==> config.mk <==
export PLATFORM = sky130hd
export DESIGN_NAME = apb4_regfile_slave
export DESIGN_NICKNAME = d
export VERILOG_FILES = /design/src/rtl/apb4_regfile_pkg.sv /design/src/rtl/apb4_wait_counter.sv /design/src/rtl/apb4_regfile_slave.sv
export SDC_FILE = /design/constraint.sdc
export NUM_CORES = 1
export LEC_CHECK = 0
export CAP_MARGIN = 20
export CORE_AREA = 3 3 433 435
export CTS_CLUSTER_SIZE = 12
export DETAILED_ROUTE_END_ITERATION = 12
export DIE_AREA = 0 0 436 438
export GPL_TIMING_DRIVEN = 0
export PLACE_DENSITY = 0.33
export SETUP_SLACK_MARGIN = 0.02
export SYNTH_ARGS = -nofsm -noshare
export SYNTH_HDL_FRONTEND = slang
export SYNTH_HIERARCHICAL = 1
export SYNTH_SLANG_ARGS = --single-unit
==> constraint.sdc <==
create_clock -name PCLK -period 3.3 [get_ports PCLK]
set_input_delay 0.825 -clock PCLK [delete_from_list [all_inputs] [get_ports PCLK]]
set_output_delay 0.825 -clock PCLK [all_outputs]
set_load 0.02 [all_outputs]
==> src/rtl/apb4_regfile_pkg.sv <==
// Shared types and width helpers for the APB4 register-file completer.
package apb4_regfile_pkg;

  typedef enum logic {
    IDLE,
    ACCESS
  } state_t;

  typedef enum logic [2:0] {
    ERR_NONE,
    ERR_UNALIGNED,
    ERR_RANGE,
    ERR_RO_WRITE,
    ERR_PRIV
  } err_cause_t;

  localparam int unsigned WAIT_CNT_W = 4;

  // Number of byte-offset bits inside one data word.
  function automatic int unsigned lane_bits(input int unsigned n_bit_data);
    return $clog2(n_bit_data / 8);
  endfunction

  // Width of the word index carried by the upper address bits.
  function automatic int unsigned index_bits(input int unsigned n_bit_address,
                                             input int unsigned n_bit_data);
    return n_bit_address - lane_bits(n_bit_data);
  endfunction

endpackage

==> src/rtl/apb4_wait_counter.sv <==
// Wait-state down-counter: loaded at setup, decremented during the access phase.
module apb4_wait_counter #(
  parameter int unsigned WIDTH = 4
) (
  input  logic             clk,
  input  logic             rst_n,
  input  logic             load,
  input  logic [WIDTH-1:0] load_value,
  input  logic             dec,
  output logic             zero
);

  logic [WIDTH-1:0] count;

  always_ff @(posedge clk or negedge rst_n) begin
    if (!rst_n) begin
      count <= '0;
    end else if (load) begin
      count <= load_value;
    end else if (dec && (count != '0)) begin
      count <= count - 1'b1;
    end
  end

  assign zero = (count == '0);

endmodule

==> src/rtl/apb4_regfile_slave.sv <==
// APB4 completer: word register bank with byte strobes, read-only status slots,
// privilege checking and a fixed number of wait states per access.
module apb4_regfile_slave
  import apb4_regfile_pkg::*;
#(
  parameter int                     N_BIT_DATA    = 32,
  parameter int                     N_BIT_ADDRESS = 8,
  parameter int                     N_REGISTERS   = 16,
  parameter int                     WAIT_STATES   = 0,
  parameter logic [N_REGISTERS-1:0] RO_MASK       = '0,
  parameter logic [N_REGISTERS-1:0] PRIV_MASK     = '0
) (
  input  logic                              PCLK,
  input  logic                              PRESETn,
  input  logic                              PSEL,
  input  logic                              PENABLE,
  input  logic                              PWRITE,
  input  logic [N_BIT_ADDRESS-1:0]          PADDR,
  input  logic [N_BIT_DATA-1:0]             PWDATA,
  input  logic [N_BIT_DATA/8-1:0]           PSTRB,
  input  logic [2:0]                        PPROT,
  output logic [N_BIT_DATA-1:0]             PRDATA,
  output logic                              PREADY,
  output logic                              PSLVERR,
  input  logic [N_REGISTERS*N_BIT_DATA-1:0] STATUS,
  output logic [N_REGISTERS*N_BIT_DATA-1:0] CONTROL
);

  localparam int unsigned NBYTES    = N_BIT_DATA / 8;
  localparam int unsigned NREG      = N_REGISTERS;
  localparam int unsigned LANE_BITS = lane_bits(N_BIT_DATA);
  localparam int unsigned IDXW      = index_bits(N_BIT_ADDRESS, N_BIT_DATA);
  localparam logic [WAIT_CNT_W-1:0] WAIT_LOAD = WAIT_CNT_W'(WAIT_STATES);

  state_t                state_q, state_d;
  logic                  cnt_load, cnt_dec, cnt_zero;
  logic                  access, xfer_err, wr_en;
  logic                  unaligned, sel_ro, sel_priv;
  logic [IDXW-1:0]       idx;
  logic [N_BIT_DATA-1:0] rd_word;
  logic [N_BIT_DATA-1:0] regs [NREG];
  err_cause_t            err_cause;
  logic                  unused_prot;

  assign unused_prot = ^PPROT[2:1];

  apb4_wait_counter #(
    .WIDTH(WAIT_CNT_W)
  ) u_wait (
    .clk       (PCLK),
    .rst_n     (PRESETn),
    .load      (cnt_load),
    .load_value(WAIT_LOAD),
    .dec       (cnt_dec),
    .zero      (cnt_zero)
  );

  always_ff @(posedge PCLK or negedge PRESETn) begin
    if (!PRESETn) state_q <= IDLE;
    else          state_q <= state_d;
  end

  always_comb begin
    state_d  = state_q;
    cnt_load = 1'b0;
    case (state_q)
      IDLE: begin
        if (PSEL && !PENABLE) begin
          state_d  = ACCESS;
          cnt_load = 1'b1;
        end
      end
      ACCESS: begin
        if (!PSEL || PREADY) state_d = IDLE;
      end
      default: state_d = IDLE;
    endcase
  end

  assign idx = PADDR[N_BIT_ADDRESS-1:LANE_BITS];

  if (LANE_BITS > 0) begin : g_align
    assign unaligned = |PADDR[LANE_BITS-1:0];
  end else begin : g_no_align
    assign unaligned = 1'b0;
  end

  // Index compare per slot keeps out-of-range addresses from selecting anything.
  always_comb begin
    sel_ro   = 1'b0;
    sel_priv = 1'b0;
    rd_word  = '0;
    for (int unsigned i = 0; i < NREG; i++) begin
      if (idx == IDXW'(i)) begin
        sel_ro   = RO_MASK[i];
        sel_priv = PRIV_MASK[i];
        rd_word  = RO_MASK[i] ? STATUS[i*N_BIT_DATA +: N_BIT_DATA] : regs[i];
      end
    end
  end

  always_comb begin
    if (unaligned)                 err_cause = ERR_UNALIGNED;
    else if (32'(idx) >= NREG)     err_cause = ERR_RANGE;
    else if (PWRITE && sel_ro)     err_cause = ERR_RO_WRITE;
    else if (!PPROT[0] && sel_priv) err_cause = ERR_PRIV;
    else                           err_cause = ERR_NONE;
  end

  assign access   = (state_q == ACCESS);
  assign xfer_err = (err_cause != ERR_NONE);
  assign cnt_dec  = access && PSEL && !cnt_zero;
  assign PREADY   = access && PSEL && cnt_zero;
  assign PSLVERR  = PREADY && xfer_err;
  assign PRDATA   = (PREADY && !xfer_err && !PWRITE) ? rd_word : '0;
  assign wr_en    = PREADY && PENABLE && PWRITE && !xfer_err;

  always_ff @(posedge PCLK or negedge PRESETn) begin
    if (!PRESETn) begin
      for (int unsigned i = 0; i < NREG; i++) regs[i] <= '0;
    end else if (wr_en) begin
      for (int unsigned i = 0; i < NREG; i++) begin
        for (int unsigned k = 0; k < NBYTES; k++) begin
          if ((idx == IDXW'(i)) && !RO_MASK[i] && PSTRB[k]) begin
            regs[i][k*8 +: 8] <= PWDATA[k*8 +: 8];
          end
        end
      end
    end
  end

  always_comb begin
    CONTROL = '0;
    for (int unsigned i = 0; i < NREG; i++) begin
      CONTROL[i*N_BIT_DATA +: N_BIT_DATA] = RO_MASK[i] ? '0 : regs[i];
    end
  end

endmodule

==> impl_metrics.env <==
export IMPL_finalCritPeriodShare_pct=123.7
export IMPL_htreeDepth=3
export IMPL_coreArea_um2=183500
export IMPL_rows=157
export IMPL_cpMostUsedCell="buf_12"
export IMPL_slowest_stage="or4b_4"
export IMPL_cts_made_buffers=73
export IMPL_slowest_delay_ns=0.60
export IMPL_die_h_um=438
export IMPL_syn_inst=1800
export IMPL_synth_seq_cells=517
export IMPL_violations="setup timing"
export IMPL_clk_insertion_delay_late_ns=0.68
export IMPL_synth_largest_area_cell="dfrtp_1"
export IMPL_synth_area_leaders="dfrtp_1 54%, mux2_2 24%, a22oi_1 2.3%"
export IMPL_vias=20210
export IMPL_cts_tree="built"
export IMPL_drc=0
export IMPL_required_ns=2.47
export IMPL_max_slew_margin_pct=30.46
export IMPL_rsz0062_at_grt="yes"
export IMPL_crit_type="in2out"
export IMPL_drive_gt1_share_pct=41.43
export IMPL_ys_flop_type="dfrtp_1"
export IMPL_cap_violations=0
export IMPL_io_pins=1110
export IMPL_clk_path_buf_depth=3
export IMPL_clockRootBuffer="clkbuf_16"
export IMPL_antenna_found_initial=23
export IMPL_dieArea_um2=191000
export IMPL_routabilityCongestion=0.7706
export IMPL_dp_hpwl_um=135900
export IMPL_hp_class="in2async"
export IMPL_grt_usage_pct=18.87
export IMPL_io_buffer_count=592
export IMPL_wirelength_um=185200
export IMPL_yosysSeqAreaShare_pct=53.66
export IMPL_peakVddDrop_v=0.0002967
export IMPL_yosysWarnings=6
export IMPL_grt_max_degree=107
export IMPL_synth_async_sr_flop_share_pct=100.0
export IMPL_status="finished with violations"
export IMPL_cp_arrival_ns=3.26
export IMPL_synth_edff_count=0
export IMPL_syn_cell_area_um2=24110
export IMPL_final_common_cell="clkdlybuf4s50_1"
export IMPL_ant_nets=0
export IMPL_first_pass_iters=5
export IMPL_grt_pass1_wl_um=235200
export IMPL_hold_violations=0
export IMPL_fin_setup_tns_ns=-19.88
export IMPL_placedCellCount=4885
export IMPL_post_synth_cell_area_avg_um2=13.39
export IMPL_yosysTopAreaCellShare_pct=53.66
export IMPL_cp_max_fo=5
export IMPL_grt_overflow=0
export IMPL_final_nets=3179
export IMPL_tightest_slew_ns=1.042
export IMPL_stdcell_count=5149
export IMPL_final_cell_mix="551 x clkdlybuf4s50_1, 521 x mux2_2, 517 x dfrtp_1"
export IMPL_fill_cells=19860
export IMPL_grt_pass1_vias=21090
export IMPL_finClkSkew_ns=0.02388
export IMPL_setup_violations=39
export IMPL_drt_initial_drc_count=1090
export IMPL_ys_types=74
export IMPL_cts_sinks=517
export IMPL_start_util_pct=13.14
export IMPL_crit_chain="buf_4, or4b_4, buf_12, nor2_8, buf_12, buf_12, a221o_1, o211ai_1, a221oi_4, buf_6"
export IMPL_hold_buffers=0
export IMPL_die_w_um=436
export IMPL_routed_via_density=3.925
export IMPL_clk_pin_slew_ns=0.05
export IMPL_worstSetupEndpointType="primary output"
export IMPL_slew_violations=0
export IMPL_wl_per_cell_um=35.97
export IMPL_power_density_nw_per_um2=412.0
export IMPL_final_core_util_pct=21.37
export IMPL_cp_top_family="compound AO/OA/AOI/OAI gates"
export IMPL_p_leak_uw=0.01638
export IMPL_min_period_ns=4.081
export IMPL_cp_start_kind="input pin"
export IMPL_area_delta_synth_final_pct=62.62
export IMPL_crit_buf_inv=5
export IMPL_max_freq_ghz=0.2451
export IMPL_timing_final_ws_setup_ns=-0.7805
## worst paths after layout
check                           startpoint            to  slack (ns)  cells after the start
max in group asynchronous          PRESETn  CONTROL[344]        1.66                      3
min                                PRESETn  CONTROL[192]        0.14                      1
max                               PADDR[6]    PRDATA[19]       -0.78                     10
min in group PCLK             CONTROL[372]  CONTROL[372]        0.53                      1
max reg2reg                u_wait/count[0]   CONTROL[60]       -0.01                     12
min reg2reg                   CONTROL[372]  CONTROL[372]        0.53                      1
## cells by family after synthesis
logic type                 share of synthesized area (%)
DFF                                                53.66
other                                            0.01555
buffers and inverters                              2.123
AOI/OAI and AO/OA                                  9.731
adders and majority gates                        0.05189
muxes                                              27.66
and+or+nand+nor                                    6.757
## through the flow
stage | hold slack, ns | instance area [µm²] | power (µW) | worst slack (ns)
after detailed placement | 0.5172 | 33940 | 7475 | -3.165
after floorplan | 0.5294 | 24410 | 6809 | -0.04985
final | 0.1374 | 39210 | 16150 | -0.7805
after global routing | 0.1509 | 39200 | 16730 | -0.7806
after CTS | 0.09237 | 38620 | 16420 | -0.8579
after global placement | 0.5036 | 33420 | 7454 | -26.47
## sequential cells by signal, indices dropped and copies added (netlist names)
register,count
u_wait/count,4
access,1
CONTROL,512
## per-layer routing
metal  vias to the layer above  part of all wire [%]  global-route usage, %
met5                         -                     0                      0
met1                     10930                    38                  20.85
met2                       587                    52                  34.48
li1                       8462                     -                      -
met4                         0                   5.2                  8.900
met3                       226                   4.8                  3.817
## Yosys cell counts (all sizes together) (9+ instances only)
cell type  instances
a21oi             72
a221oi            15
a222oi            13
a22o              11
a22oi             73
buf               35
clkbuf            76
dfrtp            517
mux2             524
mux2i             25
mux4              23
nand2             55
nand3             23
nor2             103
nor3              12
o21ai             65
o221a              9
o22ai             21
## area by class of cell
class                      instances  area (µm²)  area share [%]
sequential                       517       12940           33.00
inverter                           9       48.80          0.1245
tap                             2464        3083           7.863
buffer                           110        1210           3.086
multi-input combinational       1166       11480           29.29
antenna                           13       32.53         0.08297
timing repair buffer             737        7854           20.03
clock inverter                    25       357.8          0.9127
clock buffer                     108        2200           5.610
## power by group
part	switching, µW	leakage (µW)	total, µW	internal [µW]
Sequential	21.8	0.00722	6390	6370
Combinational	784	0.00791	1160	376
Clock	3430	0.00126	8600	5180
Total	4230	0.0164	16200	11900
## repair_timing
item | 4_1_cts | 5_1_grt
buffers inserted | 86 | 31
endpoints found under the hold margin | 0 | 0
cloned | 4 | 0
resized for setup | 511 | 51
setup endpoints to repair | 546 | 125
pin swaps | 40 | 21
Power figures use the tool's default switching activity.
